### src/rtl/cpu_control_unit.sv
// Control-unit FSM for the 4-bit-address teaching CPU: sequences BOOT/FETCH/LOAD/DECODE/EXEC/HALT.
// Latency: 4 cycles per instruction (FETCH, LOAD, DECODE, EXEC); outputs are Moore except Zero in EXEC.
// Backpressure: Run=0 holds the FSM in FETCH; Run is ignored in every other state.
`timescale 1ns/1ps
module cpu_control_unit #(
  parameter int          CNT_W   = 8,
  parameter logic [3:0]  HALT_OP = 4'hF
) (
  input  logic             Clk,
  input  logic             Reset,
  input  logic             Run,
  input  logic [3:0]       IRCU,
  input  logic             Zero,
  output logic             IRload,
  output logic             PCload,
  output logic [1:0]       JSM,
  output logic             ANSload,
  output logic             select_mode,
  output logic             Aload,
  output logic             Bload,
  output logic [2:0]       ALUop,
  output logic             Halted,
  output logic [CNT_W-1:0] InstrCount
);

  typedef enum logic [2:0] {
    ST_BOOT   = 3'd0,
    ST_FETCH  = 3'd1,
    ST_LOAD   = 3'd2,
    ST_DECODE = 3'd3,
    ST_EXEC   = 3'd4,
    ST_HALT   = 3'd5
  } state_t;

  // PC source encodings
  localparam logic [1:0] JSM_INC = 2'd0;
  localparam logic [1:0] JSM_IR  = 2'd1;
  localparam logic [1:0] JSM_VEC = 2'd2;

  state_t           state_q, state_d;
  logic [3:0]       opcode_q, opcode_d;
  logic [CNT_W-1:0] cnt_q, cnt_d;

  // Ungated strobes decoded from state and latched opcode
  logic       ir_load, pc_load, ans_load, sel_mode, a_load, b_load, halted;
  logic [1:0] jsm;
  logic [2:0] alu_op;

  // State, opcode and retired-instruction counter registers
  always_ff @(posedge Clk or negedge Reset) begin
    if (!Reset) begin
      state_q  <= ST_BOOT;
      opcode_q <= '0;
      cnt_q    <= '0;
    end else begin
      state_q  <= state_d;
      opcode_q <= opcode_d;
      cnt_q    <= cnt_d;
    end
  end

  // Next-state and output decode; defaults first so every path is covered
  always_comb begin
    state_d  = state_q;
    opcode_d = opcode_q;
    cnt_d    = cnt_q;
    ir_load  = 1'b0;
    pc_load  = 1'b0;
    jsm      = JSM_INC;
    ans_load = 1'b0;
    sel_mode = 1'b0;
    a_load   = 1'b0;
    b_load   = 1'b0;
    alu_op   = 3'd0;
    halted   = 1'b0;

    case (state_q)
      ST_BOOT: begin
        pc_load = 1'b1;
        jsm     = JSM_VEC;
        state_d = ST_FETCH;
      end
      ST_FETCH: begin
        // ROM is reading PC this cycle; only here may the CPU be paused
        if (Run) state_d = ST_LOAD;
      end
      ST_LOAD: begin
        // IR takes the ROM word while PC advances on the same edge
        ir_load = 1'b1;
        pc_load = 1'b1;
        jsm     = JSM_INC;
        state_d = ST_DECODE;
      end
      ST_DECODE: begin
        opcode_d = IRCU;
        state_d  = ST_EXEC;
      end
      ST_EXEC: begin
        if (opcode_q == HALT_OP) begin
          state_d = ST_HALT;
        end else begin
          state_d = ST_FETCH;
          cnt_d   = cnt_q + CNT_W'(1);
          case (opcode_q)
            4'h1: a_load = 1'b1;
            4'h2: b_load = 1'b1;
            4'h3, 4'h4, 4'h5, 4'h6, 4'h7, 4'h8: begin
              alu_op   = 3'(opcode_q - 4'd3);
              sel_mode = 1'b1;
              a_load   = 1'b1;
            end
            4'h9: ans_load = 1'b1;
            4'hA: begin
              pc_load = 1'b1;
              jsm     = JSM_IR;
            end
            // Conditional jumps keep JSM at 0 when not taken so JSM is
            // never non-zero without PCload
            4'hB: begin
              pc_load = Zero;
              jsm     = Zero ? JSM_IR : JSM_INC;
            end
            4'hC: begin
              pc_load = ~Zero;
              jsm     = Zero ? JSM_INC : JSM_IR;
            end
            4'hD: begin
              pc_load = 1'b1;
              jsm     = JSM_VEC;
            end
            default: ;
          endcase
        end
      end
      ST_HALT: begin
        halted = 1'b1;
      end
      default: state_d = ST_BOOT;
    endcase
  end

  // Reset gates every strobe immediately, even mid-instruction
  assign IRload      = ir_load  & Reset;
  assign PCload      = pc_load  & Reset;
  assign JSM         = Reset ? jsm : 2'b00;
  assign ANSload     = ans_load & Reset;
  assign select_mode = sel_mode & Reset;
  assign Aload       = a_load   & Reset;
  assign Bload       = b_load   & Reset;
  assign ALUop       = Reset ? alu_op : 3'd0;
  assign Halted      = halted   & Reset;
  assign InstrCount  = cnt_q;

endmodule

### config.mk
export PLATFORM = sky130hd
export DESIGN_NAME = cpu_control_unit
export DESIGN_NICKNAME = d
export VERILOG_FILES = /design/src/rtl/cpu_control_unit.sv
export SDC_FILE = /design/constraint.sdc
export NUM_CORES = 1
export LEC_CHECK = 0
export CORE_MARGIN = 8
export CORE_UTILIZATION = 50
export DETAILED_ROUTE_END_ITERATION = 8
export HOLD_SLACK_MARGIN = 0.1
export PLACE_DENSITY = 0.81
export SLEW_MARGIN = 20
export SYNTH_ARGS = -nofsm -noshare
export SYNTH_HDL_FRONTEND = slang
export SYNTH_SLANG_ARGS = --single-unit
### constraint.sdc
create_clock -name Clk -period 3.1 [get_ports Clk]
set_clock_uncertainty 0.15 [all_clocks]
set_input_delay 0.62 -clock Clk [delete_from_list [all_inputs] [get_ports Clk]]
set_output_delay 0.62 -clock Clk [all_outputs]
set_load 0.01 [all_outputs]
==> Word level (Yosys, flattened, before mapping) <==
Index checks and enable logic that the tools add are counted.
{ "totals": {"ff_bits": 15, "input_bits": 8, "out_inout_bits": 20, "elab_cells": 72} }
{ "op_classes": {"addsub": 2, "eq_ne": 20, "muxes": 30, "bitwise": 10, "reduce_logical": 7} }
{ "ops": {"columns": ["op", "count"], "rows": [
  ["4-bit == test, second input constant", 7],
  ["3-bit 2-to-1 mux", 6],
  ["3-bit one-hot mux with 6 select lines", 1],
  ["1-bit 2-to-1 mux", 17],
  ["4-bit by 3-bit == test with 1-bit output, second input constant", 4],
  ["8-bit by 1-bit adder with 8-bit output, second input constant", 1],
  ["4-bit by 2-bit == test with 1-bit output, second input constant", 2],
  ["2-bit one-hot mux with 4 select lines", 1],
  ["1-bit bitwise AND", 7],
  ["7-bit OR reduction", 1],
  ["3-bit by 2-bit == test with 1-bit output, second input constant", 2],
  ["3-bit == test, second input constant", 2],
  ["6-bit OR reduction", 1],
  ["4-bit by 1-bit == test with 1-bit output, second input constant", 1],
  ["2-bit 2-to-1 mux", 2],
  ["2-bit one-hot mux with 2 select lines", 1],
  ["2-bit AND reduction", 2],
  ["2-bit OR reduction", 2],
  ["3-bit by 1-bit == test with 1-bit output, second input constant", 1],
  ["3-bit logical NOT", 1],
  ["1-bit inverter", 3],
  ["1-bit one-hot mux with 3 select lines", 1],
  ["3-bit by 2-bit subtractor with 3-bit output, second input constant", 1],
  ["2-bit != test, second input constant", 1],
  ["1-bit one-hot mux with 2 select lines", 1]
]} }

==> Logic depth before layout (Yosys ltp) <==
{ "depth": {"word_depth": 6, "ltp_mapped": 5, "mapped_depth_nobuf": 5} }

==> Worst setup path after synthesis <==
OpenSTA, ideal clock, no wires.
{ "synth_timing": {"path_type": "reg2out", "from": "register opcode_q[0]", "to": "output ALUop[0]", "arrival_time_ns": 1.543, "t_required_ns": 2.330, "setup_slack_ns": 0.787, "stages_incl_launch_ff": 6, "path_cell_list": "dfrtp_1 -> inv_1 -> ha_1 -> o32a_2 -> o221a_2 -> and2_1"} }
{ "synth_via": {"elab_chain_len": 6, "elab_cells_between_ends": 13} }
{ "synth_lines": {"columns": ["item", "line", "text"], "rows": [
  ["start, declared", "41", "logic [3:0] opcode_q, opcode_d;"],
  ["start signal, assigned", "57", "opcode_q <= opcode_d;"],
  ["4-bit by 2-bit == test with 1-bit output (tied with other cells)", "104", "case (opcode_q)"],
  ["6-bit OR reduction", "104", null],
  ["3-bit 2-to-1 mux", "104", null],
  ["3-bit 2-to-1 mux (*)", "99", "if (opcode_q == HALT_OP) begin"],
  ["3-bit 2-to-1 mux (*)", "77", "case (state_q)"],
  ["3-bit 2-to-1 mux (*)", "150", "assign ALUop = Reset ? alu_op : 3'd0;"],
  ["end, declared", "21", "output logic [2:0] ALUop,"]
]} }
Every way passes the cells marked *; elsewhere a longest branch is shown, timed or not.

==> Final worst setup path <==
{ "layout_timing": {"from": "input Reset", "to": "output Aload"} }
{ "layout_via": {"elab_chain_len": 1} }
{ "layout_lines": {"columns": ["item", "line", "text"], "rows": [
  ["start, declared", "10", "input logic Reset,"],
  ["1-bit bitwise AND", "148", "assign Aload = a_load & Reset;"],
  ["end, declared", "19", "output logic Aload,"]
]} }
Every way passes these cells.

==> impl_metrics.py <==
metrics = {
    "status": {
        "outcome": "completed",
    },
    "routing": {
        "viasPerCell": 5.50,
        "ant_nets": 0,
        "firstDrtPassIters": 4,
        "dr.first_iter.drc_count": 18,
        "routed-via-count": 836,
        "routedWlPerCell_um": 14.1,
        "drc": 0,
        "wirelength_um": 2150,
    },
    "clocking": {
        "hold_buffers": 0,
        "clock_latency_ns": 0.28,
        "cts_root_buf": "clkbuf_4",
        "cts.sinks": 15,
        "clkTransAtPathRegs_ns": 0.08,
        "cts_buffer_depth": 2,
        "cts_tree": "built",
        "cts_buffers": 3,
        "h-tree-depth": 1,
    },
    "power_and_ir_drop": {
        "clkPwrFrac_pct": 10.4,
        "p_per_area_nw_per_um2": 772,
        "netSwitchingPower_w": 0.000425,
        "power_frac_comb_pct": 50.6,
        "power_leakage_nw": 0.598,
        "vdd_drop_max_mv": 0.491,
        "seqPwrFrac_pct": 38.9,
        "p_int_w": 0.000605,
        "p_sw_share_pct": 41.3,
    },
    "critical_path": {
        "critPathSlowestCell": "clkdlybuf4s50_1",
        "cp_max_fo": 6,
        "worstPathCellList": "clkdlybuf4s50_1 -> and4bb_2 -> o21ai_0 -> a21oi_1 -> clkdlybuf4s50_1",
        "r2r_setup_slack_ns": 1.43,
        "critPathCaptureType": "output port",
        "path_class": "primary input to output port",
        "required_ns": 2.33,
        "slowest_delay_ns": 0.56,
        "crit_path_start_kind": "primary input",
        "worstPathArrival_ns": 2.19,
        "crit_top_cell": "clkdlybuf4s50_1",
    },
    "floorplanning": {
        "fp.dieW_um": 60.9,
        "design.die.area_um2": 3710,
        "num_rows": 16,
        "initial_core_util_pct": 52.0,
        "fp.coreArea_um2": 1940,
        "die_height_um": 60.9,
        "io_pins": 28,
    },
    "layout": {
        "nets": 139,
        "final_common_cell": "clkdlybuf4s50_1",
        "num_antenna_cells": 0,
        "final_util_pct": 68.8,
        "drive_gt1_share_pct": 20.8,
        "layout_common_cells": "clkdlybuf4s50_1 (24), dfrtp_1 (15), xnor2_1 (7), and3_1 (6)",
        "areaGrowthSynthToFinish_pct": 32.2,
    },
    "timing": {
        "worst_slack_ns": 0.140,
        "tightest_slew_ns": 0.413,
        "finalHoldViolCount": 0,
        "rsz0062_at_grt": "false",
        "fin_hold_ws_ns": 0.320,
        "slew_violations": 0,
        "fmax_mhz": 338,
        "fin_setup_tns_ns": 0,
        "finalSetupViolations": 0,
        "period_needed_ns": 2.96,
        "period_share_pct": 95.5,
        "slew_headroom_pct": 72.5,
    },
    "flow_run": {
        "cap_viol_max_count": 0,
    },
    "yosys": {
        "ys_async_sr_fraction_pct": 100,
        "ys_types": 37,
        "ys_top_cells_by_area": "dfrtp_1 (37%), ha_1 (6.2%), xnor2_1 (6.1%)",
        "synthMuxAreaShare_pct": 5.58,
        "yosys.area.top_type": "dfrtp_1",
        "synth_top_family_by_area": "simple AND/OR/NAND/NOR gates",
        "syn_nets": 109,
        "synthCells": 96,
        "synth_ff_type": "dfrtp_1",
        "synth_top_area_share_pct": 37.2,
        "synth-xor-area-share_pct": 6.07,
        "synth_adder_area_share_pct": 6.20,
        "seq_area_frac_synth_pct": 37.2,
        "synth_edf_count": 0,
        "synth-compound-area-share_pct": 13.3,
        "synth-seq-cells": 15,
        "syn_area_per_cell_um2": 10.5,
        "synthSimpleGateAreaFrac_pct": 25.3,
        "yosysWarnings": 0,
        "netlist_area_um2": 1010,
    },
    "placement": {
        "gp_congestion": 0.847,
        "dpl.hpwl_um": 1630,
        "dpl_worst_slack_ns": 0.0708,
        "io_buffer_count": 27,
    },
    "global_routing": {
        "grt-ovfl-total": 0,
        "track_usage_pct": 12.5,
        "first_global_vias": 780,
        "grt_max_degree": 17,
        "antenna_found_initial": 0,
        "grt_pass1_wl_um": 3590,
    },
    "min_path": {
        "hold_class": "register to register",
    },
}
## Yosys cell counts (all sizes together) (2+ instances only)
cell	count
a21oi	3
and2	3
and2b	2
and3	6
buf	4
clkbuf	2
dfrtp	15
ha	5
inv	5
mux2	5
nand2	2
nand2b	2
nand3	4
nand3b	2
nand4	3
nor2	3
nor2b	5
o21ai	2
o221a	2
o22ai	2
xnor2	7
## critical path, delay by kind of cell
| family | cells | cell delay [ns] |
|---|---|---|
| AND/OR/NAND/NOR | 1 | 0.29 |
| buffers and inverters | 2 | 1.04 |
| AO/OA/AOI/OAI | 2 | 0.25 |
## stage by stage
step / std cells / instance area (µm²) / total power [W]
finish: 152 / 1340 / 0.00103
floorplan: 96 / 1010 / 0.000765
detailed placement: 147 / 1290 / 0.000912
CTS: 151 / 1320 / 0.00103
global route: 152 / 1340 / 0.00111
global placement: 147 / 1290 / 0.000888
## final timing paths
check,startpoint,to,cells past startpoint
max in group asynchronous,Reset,InstrCount[3],3
hold reg to reg,InstrCount[7],InstrCount[7],1
setup / recovery,Reset,Aload,5
setup reg to reg,opcode_q[1],InstrCount[1],4
min in group asynchronous,Reset,state_q[0],3
hold / removal,InstrCount[7],InstrCount[7],1
## sequential cells by signal, indices dropped and copies added (netlist names)
register,cells
opcode_q,4
InstrCount,8
state_q,3
## metal layers
metal / share of wire (%) / global-route usage (%)
met1: 45 / 15.3
met2: 49 / 20.4
met3: 6.1 / 4.87
met4: 0 / 1.99
met5: 0 / 0
## cell type report
class,count,area [µm²]
inverter,5,18.8
sequential,15,375
timing repair buffer,31,304
multi-input combinational,70,577
clock buffer,4,26.3
tap,27,33.8
fill,159,607
## timing repair
action                     in CTS  in global routing
setup endpoints to repair       2                  3
cloned                          0                  0
buffers inserted                0                  1
hold endpoints to repair        0                  0
resized for setup               3                  3
## cells by family after synthesis
| group | after synthesis |
|---|---|
| and+or+nand+nor | 38 |
| AOI/OAI and AO/OA | 15 |
| DFF | 15 |
| buffers and inverters | 11 |
| xor gates and xnor gates | 7 |
| muxes | 5 |
| adders and majority gates | 5 |
## power by group through the flow
stage	logic, W	registers, W	clock network, W
CTS	0.000513	0.000400	0.000114
floorplan	0.000419	0.000346	0
detailed placement	0.000507	0.000404	0
global route	0.000570	0.000419	0.000122
global placement	0.000490	0.000398	0
finish	0.000521	0.000401	0.000108
No activity file was read; power rests on OpenSTA's default activity.
